[config.mk]
export PLATFORM = sky130hd
export DESIGN_NAME = cmp_hysteresis_monitor
export DESIGN_NICKNAME = d
export VERILOG_FILES = /design/src/rtl/cmp_hysteresis_monitor.sv
export SDC_FILE = /design/constraint.sdc
export NUM_CORES = 1
export LEC_CHECK = 0
export BUFFER_PORTS_ARGS = -buffer_cell sky130_fd_sc_hd__buf_2
export CAP_MARGIN = 25
export CORE_MARGIN = 3
export CORE_UTILIZATION = 57
export DETAILED_ROUTE_END_ITERATION = 10
export PLACE_DENSITY = 0.8
export SYNTH_ARGS = -nofsm -noshare
export SYNTH_HDL_FRONTEND = slang
export SYNTH_SLANG_ARGS = --single-unit
[constraint.sdc]
create_clock -name clk -period 3.9 [get_ports clk]
set_input_delay 0.39 -clock clk [delete_from_list [all_inputs] [get_ports clk]]
set_output_delay 0.39 -clock clk [all_outputs]
set_load 0.02 [all_outputs]
[src/rtl/cmp_hysteresis_monitor.sv]
// Debounces a one-hot magnitude-comparator result (A vs threshold B) with a
// hysteresis FSM; drives a registered alarm, edge pulses, rise counter and code-error flags.
module cmp_hysteresis_monitor #(
  parameter int unsigned DEBOUNCE = 3,
  parameter int unsigned CNT_W    = 8
) (
  input  logic             clk,
  input  logic             rst,
  input  logic             cm_valid,
  input  logic [2:0]       cm,
  output logic             alarm,
  output logic             rise_pulse,
  output logic             fall_pulse,
  output logic [CNT_W-1:0] event_count,
  output logic             code_err,
  output logic             err_sticky,
  output logic [1:0]       state
);

  localparam int unsigned STREAK_W = 4;
  localparam logic [STREAK_W-1:0] DB = STREAK_W'(DEBOUNCE);

  if (DEBOUNCE < 1 || DEBOUNCE > 15) begin : g_bad_debounce
    $error("cmp_hysteresis_monitor: DEBOUNCE must be in 1..15");
  end

  typedef enum logic [1:0] {
    LOW       = 2'd0,
    ARMING    = 2'd1,
    HIGH      = 2'd2,
    DISARMING = 2'd3
  } fsm_t;

  fsm_t                fsm;
  logic [STREAK_W-1:0] streak;
  logic [STREAK_W-1:0] streak_inc;
  logic                legal;
  logic                gt;
  logic                lt;
  logic                cnt_full;

  assign state      = fsm;
  assign streak_inc = streak + STREAK_W'(1);
  assign gt         = (cm == 3'b100);
  assign lt         = (cm == 3'b001);
  assign legal      = (cm == 3'b001) || (cm == 3'b010) || (cm == 3'b100);
  assign cnt_full   = (event_count == {CNT_W{1'b1}});

  // Hysteresis FSM with registered outputs; pulses default low every cycle.
  always_ff @(posedge clk or posedge rst) begin
    if (rst) begin
      fsm         <= LOW;
      streak      <= '0;
      alarm       <= 1'b0;
      rise_pulse  <= 1'b0;
      fall_pulse  <= 1'b0;
      event_count <= '0;
      code_err    <= 1'b0;
      err_sticky  <= 1'b0;
    end else begin
      rise_pulse <= 1'b0;
      fall_pulse <= 1'b0;
      code_err   <= 1'b0;
      if (cm_valid) begin
        if (!legal) begin
          code_err   <= 1'b1;
          err_sticky <= 1'b1;
        end else begin
          case (fsm)
            LOW: begin
              if (gt) begin
                if (DB == STREAK_W'(1)) begin
                  fsm        <= HIGH;
                  streak     <= '0;
                  alarm      <= 1'b1;
                  rise_pulse <= 1'b1;
                  if (!cnt_full) event_count <= event_count + CNT_W'(1);
                end else begin
                  fsm    <= ARMING;
                  streak <= STREAK_W'(1);
                end
              end
            end
            ARMING: begin
              if (gt) begin
                if (streak_inc == DB) begin
                  fsm        <= HIGH;
                  streak     <= '0;
                  alarm      <= 1'b1;
                  rise_pulse <= 1'b1;
                  if (!cnt_full) event_count <= event_count + CNT_W'(1);
                end else begin
                  streak <= streak_inc;
                end
              end else if (lt) begin
                fsm    <= LOW;
                streak <= '0;
              end
            end
            HIGH: begin
              if (lt) begin
                if (DB == STREAK_W'(1)) begin
                  fsm        <= LOW;
                  streak     <= '0;
                  alarm      <= 1'b0;
                  fall_pulse <= 1'b1;
                end else begin
                  fsm    <= DISARMING;
                  streak <= STREAK_W'(1);
                end
              end
            end
            DISARMING: begin
              if (lt) begin
                if (streak_inc == DB) begin
                  fsm        <= LOW;
                  streak     <= '0;
                  alarm      <= 1'b0;
                  fall_pulse <= 1'b1;
                end else begin
                  streak <= streak_inc;
                end
              end else if (gt) begin
                fsm    <= HIGH;
                streak <= '0;
              end
            end
            default: begin
              fsm    <= LOW;
              streak <= '0;
            end
          endcase
        end
      end
    end
  end

endmodule

; Word-level counts from Yosys, hierarchy flattened
; Cells that the tools add are included.
[totals]
word_cells = 72
in_bits = 6
register_bits = 19
out_inout_bits = 15
[op_classes]
eq_ne = 18
addsub = 2
reduce_logical = 9
bitwise = 2
n_mux = 33
[op_table]
columns = op, count
row1 = two-way mux 4 bit, 7
row2 = two-way mux 2 bit, 8
row3 = one-hot mux 4 bit (4 select lines), 1
row4 = two-way mux 1 bit, 15
row5 = "inequality test 2 bit, second input constant", 6
row6 = "inequality test 3 bit, second input constant", 4
row7 = AND reduction 6 bit, 2
row8 = "adder 8 x 1 -> 8 bit, second input constant", 1
row9 = "== test 8 bit, second input constant", 1
row10 = one-hot mux 2 bit (4 select lines), 1
row11 = AND reduction 8 bit, 1
row12 = AND reduction 7 bit, 1
row13 = "adder 4 x 1 -> 4 bit, second input constant", 1
row14 = "== test 2 bit, second input constant", 2
row15 = "== test 4 x 2 -> 1 bit, second input constant", 1
row16 = "== test 3 x 1 -> 1 bit, second input constant", 1
row17 = "== test 3 x 2 -> 1 bit, second input constant", 1
row18 = "== test 3 bit, second input constant", 1
row19 = "== test 2 x 1 -> 1 bit, second input constant", 1
row20 = zero test 2 bit, 1
row21 = logical OR 1 bit, 2
row22 = NOT 1 bit, 2
row23 = one-hot mux 1 bit (2 select lines), 1
row24 = AND reduction 2 bit, 1
row25 = nonzero test 2 bit, 1

; Logic depth before layout (Yosys ltp)
[logic_depth]
depth_word = 7
ltp_mapped = 7
ltp_nobuf = 6

; Least setup slack after synthesis
; Ideal clock, no wire load.
[synth_path]
path_kind = reg-to-reg
start = register fsm[1] (netlist: state[1])
end = register event_count[1]
arrival_time_ps = 1789
path_stages_with_launch = 6
synth_period_minus_slack_ps = 1917
slack_ps = 1983
path_buffers = 1
required_time_ps = 3772
setup_ps = 128
cell_sequence = dfrtp_1 > or3b_4 > or2_0 > buf_6 > nor3_2 > mux2_1
[synth_via]
elab_chain_len = 2
[synth_rtl]
columns = element, line_no
row1 = "start, declared", 34  ; fsm_t fsm;
row2 = "start signal, assigned", 52  ; fsm <= LOW;
row3 = "start signal, assigned", 73  ; fsm <= HIGH;
row4 = "start signal, assigned", 79  ; fsm <= ARMING;
row5 = == test 2 x 1 -> 1 bit, 69  ; case (fsm)
row6 = AND reduction 6 bit (no line), -
row7 = "end signal, assigned", 77  ; if (!cnt_full) event_count <= event_count + CNT_W'(1);
row8 = "end signal, assigned", 91  ; if (!cnt_full) event_count <= event_count + CNT_W'(1);
row9 = "end, declared", 14  ; output logic [CNT_W-1:0] event_count,
; No other way between the ends.
; A chain may end at the register's enable or synchronous reset.

; Worst setup path in the final report
; Ends and elaborated chain as after synthesis.

==> flow_summary_export.csv <==
group,metric,value,unit
run_status,status,"completed",
synth,synth_area_leaders,"dfrtp_1 (44%), xor2_1 (4.9%), nor4_2 (4.7%), ha_1 (3.5%), o21ai_0 (2.8%)",
setup_path,arrival,2230,ps
synth,synth_nets,108,
synth,syn_inst,99,
setup_path,crit_path_start_kind,"register",
synth,syn_area_per_cell,10.8,sq um
placement,dp_hpwl,1430,microns
synth,synth_top_area_share,44.3,%
finish,final_net_count,130,
power_and_ir_drop,p_int,0.000279,W
placement,place_congestion,0.770,
setup_path,ff2ff_path_depth,4,
floorplanning,io_pins,21,
power_and_ir_drop,p_leak,0.563,nW
power_and_ir_drop,power_density,339,nW/um^2
floorplanning,start_util,61.4,%
timing,relSlewSlack,41.0,%
timing,period_share,52.5,%
synth,synth.most_common_cell,"dfrtp_1",
global_route,grt_overflow,0,
timing,worst-slew-pin-transition,884,ps
routing,routed_wirelength,1890,microns
global_route,grt_pass1_vias,703,
synth,synth_area,1070,sq um
clock_network,cts_tree,"yes",
timing,slew_viol_final,0,
min_path,hp-class,"input port to asynchronous set/reset pin",
setup_path,worstSetupEndpointType,"register",
clock_network,htree_levels,1,
timing,tns,0,ps
setup_path,path_class,"register to register",
floorplanning,die_w,49.4,microns
floorplanning,die_h,49.4,microns
timing,skew,5.58,ps
routing,wl_per_cell,13.0,microns
routing,viasPerCell,5.55,
floorplanning,fp.coreArea,1750,sq um
setup_path,path_max_fanout,9,
synth,ys_top_cells_by_count,"dfrtp_1 (19), inv_1 (6), o21ai_0 (6), xor2_1 (6), nand3_1 (5)",
global_route,grt_pass1_wl,3240,microns
floorplanning,rows,15,
routing,vias,805,
power_and_ir_drop,vdd_drop_max,264,uV
synth,yosys.area.top_type,"dfrtp_1",
synth,synth-seq-cells,19,
power_and_ir_drop,p_clk_share,23.8,%
finish,final_area,1210,sq um
power_and_ir_drop,p_switching,0.000131,W
finish,diodes,0,
run,maxCapViolCount,0,
clock_network,cts-root-buf,"clkbuf_4",
global_route,grt_max_degree,20,
global_route,grt_usage,17.1,%
routing,dr.first_iter.drc_count,18,
power_and_ir_drop,combPwrFrac,20.2,%
floorplanning,die-area,2440,sq um
power_and_ir_drop,switching_share,32.0,%
global_route,antenna_found_initial,0,
clock_network,cts-buffers-inserted,3,
routing,dr.pass1.iters,4,
power_and_ir_drop,p_seq_share,56.0,%
clock_network,clkTransAtPathRegs,110,ps
clock_network,cts_setup_buffers,0,
synth,synth-edff-count,0,
clock_network,clkSinkCount,19,
routing,antenna_left,0,
clock_network,cts_resized,0,
routing,drc,0,
setup_path,required,4080,ps
timing,hold_viol_final,0,
synth,synth_warnings,0,
timing,setup_viol,0,
clock_network,clk_path_buf_depth,2,
clock_network,clk_latency,290,ps
placement,placed_area,1180,sq um
finish,drive_above_1_share,30.8,%
placement,port_buffers,20,
finish,area_growth,12.8,%
synth,seq_area_frac_synth,44.3,%
timing,min_period,2050,ps
clock_network,postCtsHoldBufs,0,
synth,synthArstFlopShare,100,%
timing,fmax,488,MHz
synth,yosysUniqueCellTypes,38,
timing,rsz0062_at_grt,"false",
synth,synth_top_flop_cell,"dfrtp_1",
==> path summary, 6_finish.rpt <==
kind                       slack, ps             end        from
max                             1850  event_count[1]    state[1]
max in group asynchronous       3250  event_count[1]         rst
min in group clk                 380        code_err    cm_valid
min                              200      rise_pulse         rst
min reg2reg                      470      err_sticky  err_sticky
max reg2reg                     1850  event_count[1]    state[1]
==> through the flow <==
step	std cells	total power [W]	hold slack [ps]	setup slack, ps	utilization [%]
2_1_floorplan	99	0.000292	341	1980	-
3_3_place_gp	141	0.000314	448	1810	67.8
3_5_place_dp	141	0.000316	461	1770	67.8
4_1_cts	145	0.000413	230	1840	69.3
5_1_grt	145	0.000436	238	1740	69.3
6_report	145	0.000410	197	1850	69.3
==> cell families after synthesis <==
family,count (synthesis),share of synthesized area (%)
flip-flops,19,44.3
AO/OA/AOI/OAI,21,14.4
multiplexers,4,4.08
adder cells (fa/ha/maj),3,3.50
AND/OR/NAND/NOR,36,24.0
buffers and inverters,9,3.97
XOR/XNOR,7,5.72
==> cell usage in the layout, fill, tap and decap left out, types with 2 or more instances in the layout <==
| cell type | n |
|---|---|
| a211oi_1 | 2 |
| a21oi_1 | 4 |
| and3_1 | 2 |
| buf_2 | 20 |
| clkbuf_4 | 3 |
| dfrtp_1 | 19 |
| ha_1 | 3 |
| inv_1 | 6 |
| mux2_1 | 2 |
| nand2_1 | 4 |
| nand2b_1 | 2 |
| nand3_1 | 5 |
| nand3b_1 | 3 |
| nor2_1 | 3 |
| nor3_1 | 2 |
| nor3_2 | 2 |
| nor4_2 | 4 |
| nor4b_2 | 2 |
| o21ai_0 | 6 |
| o31ai_1 | 2 |
| or2_2 | 2 |
| xor2_1 | 6 |
==> critical path, cell delays in order (launching register included) <==
cell and delay (ps):
dfrtp_1 440, or3b_4 430, or2_0 430, nor3_2 300
mux2_1 340
==> power by group through the flow <==
stage          registers (W)  logic (W)  clock network, W
2_1_floorplan       0.000242  0.0000502                 0
3_3_place_gp        0.000234  0.0000802                 0
3_5_place_dp        0.000234  0.0000827                 0
4_1_cts             0.000230  0.0000830          0.000100
5_1_grt             0.000234  0.0000916          0.000111
6_report            0.000230  0.0000827         0.0000977
==> area by class of cell <==
class	count	area [sq um]
timing repair buffer	20	100
clock buffer	4	26.3
inverter	6	22.5
sequential	19	475
tap	25	31.3
multi-input combinational	71	554
fill	147	536
==> layer usage <==
metal  share of wire [%]  global-route usage [%]
met2                  46                    27.5
met5                   0                       0
met3                 6.9                    2.75
met1                  46                    23.5
met4                 1.3                    5.53
==> state kept, by name, summed over array words and instances, names as in the netlist <==
name,count
event_count,8
rise_pulse,1
streak,4
code_err,1
alarm,1
err_sticky,1
fall_pulse,1
state,2
No activity file was read; power rests on OpenSTA's default activity.
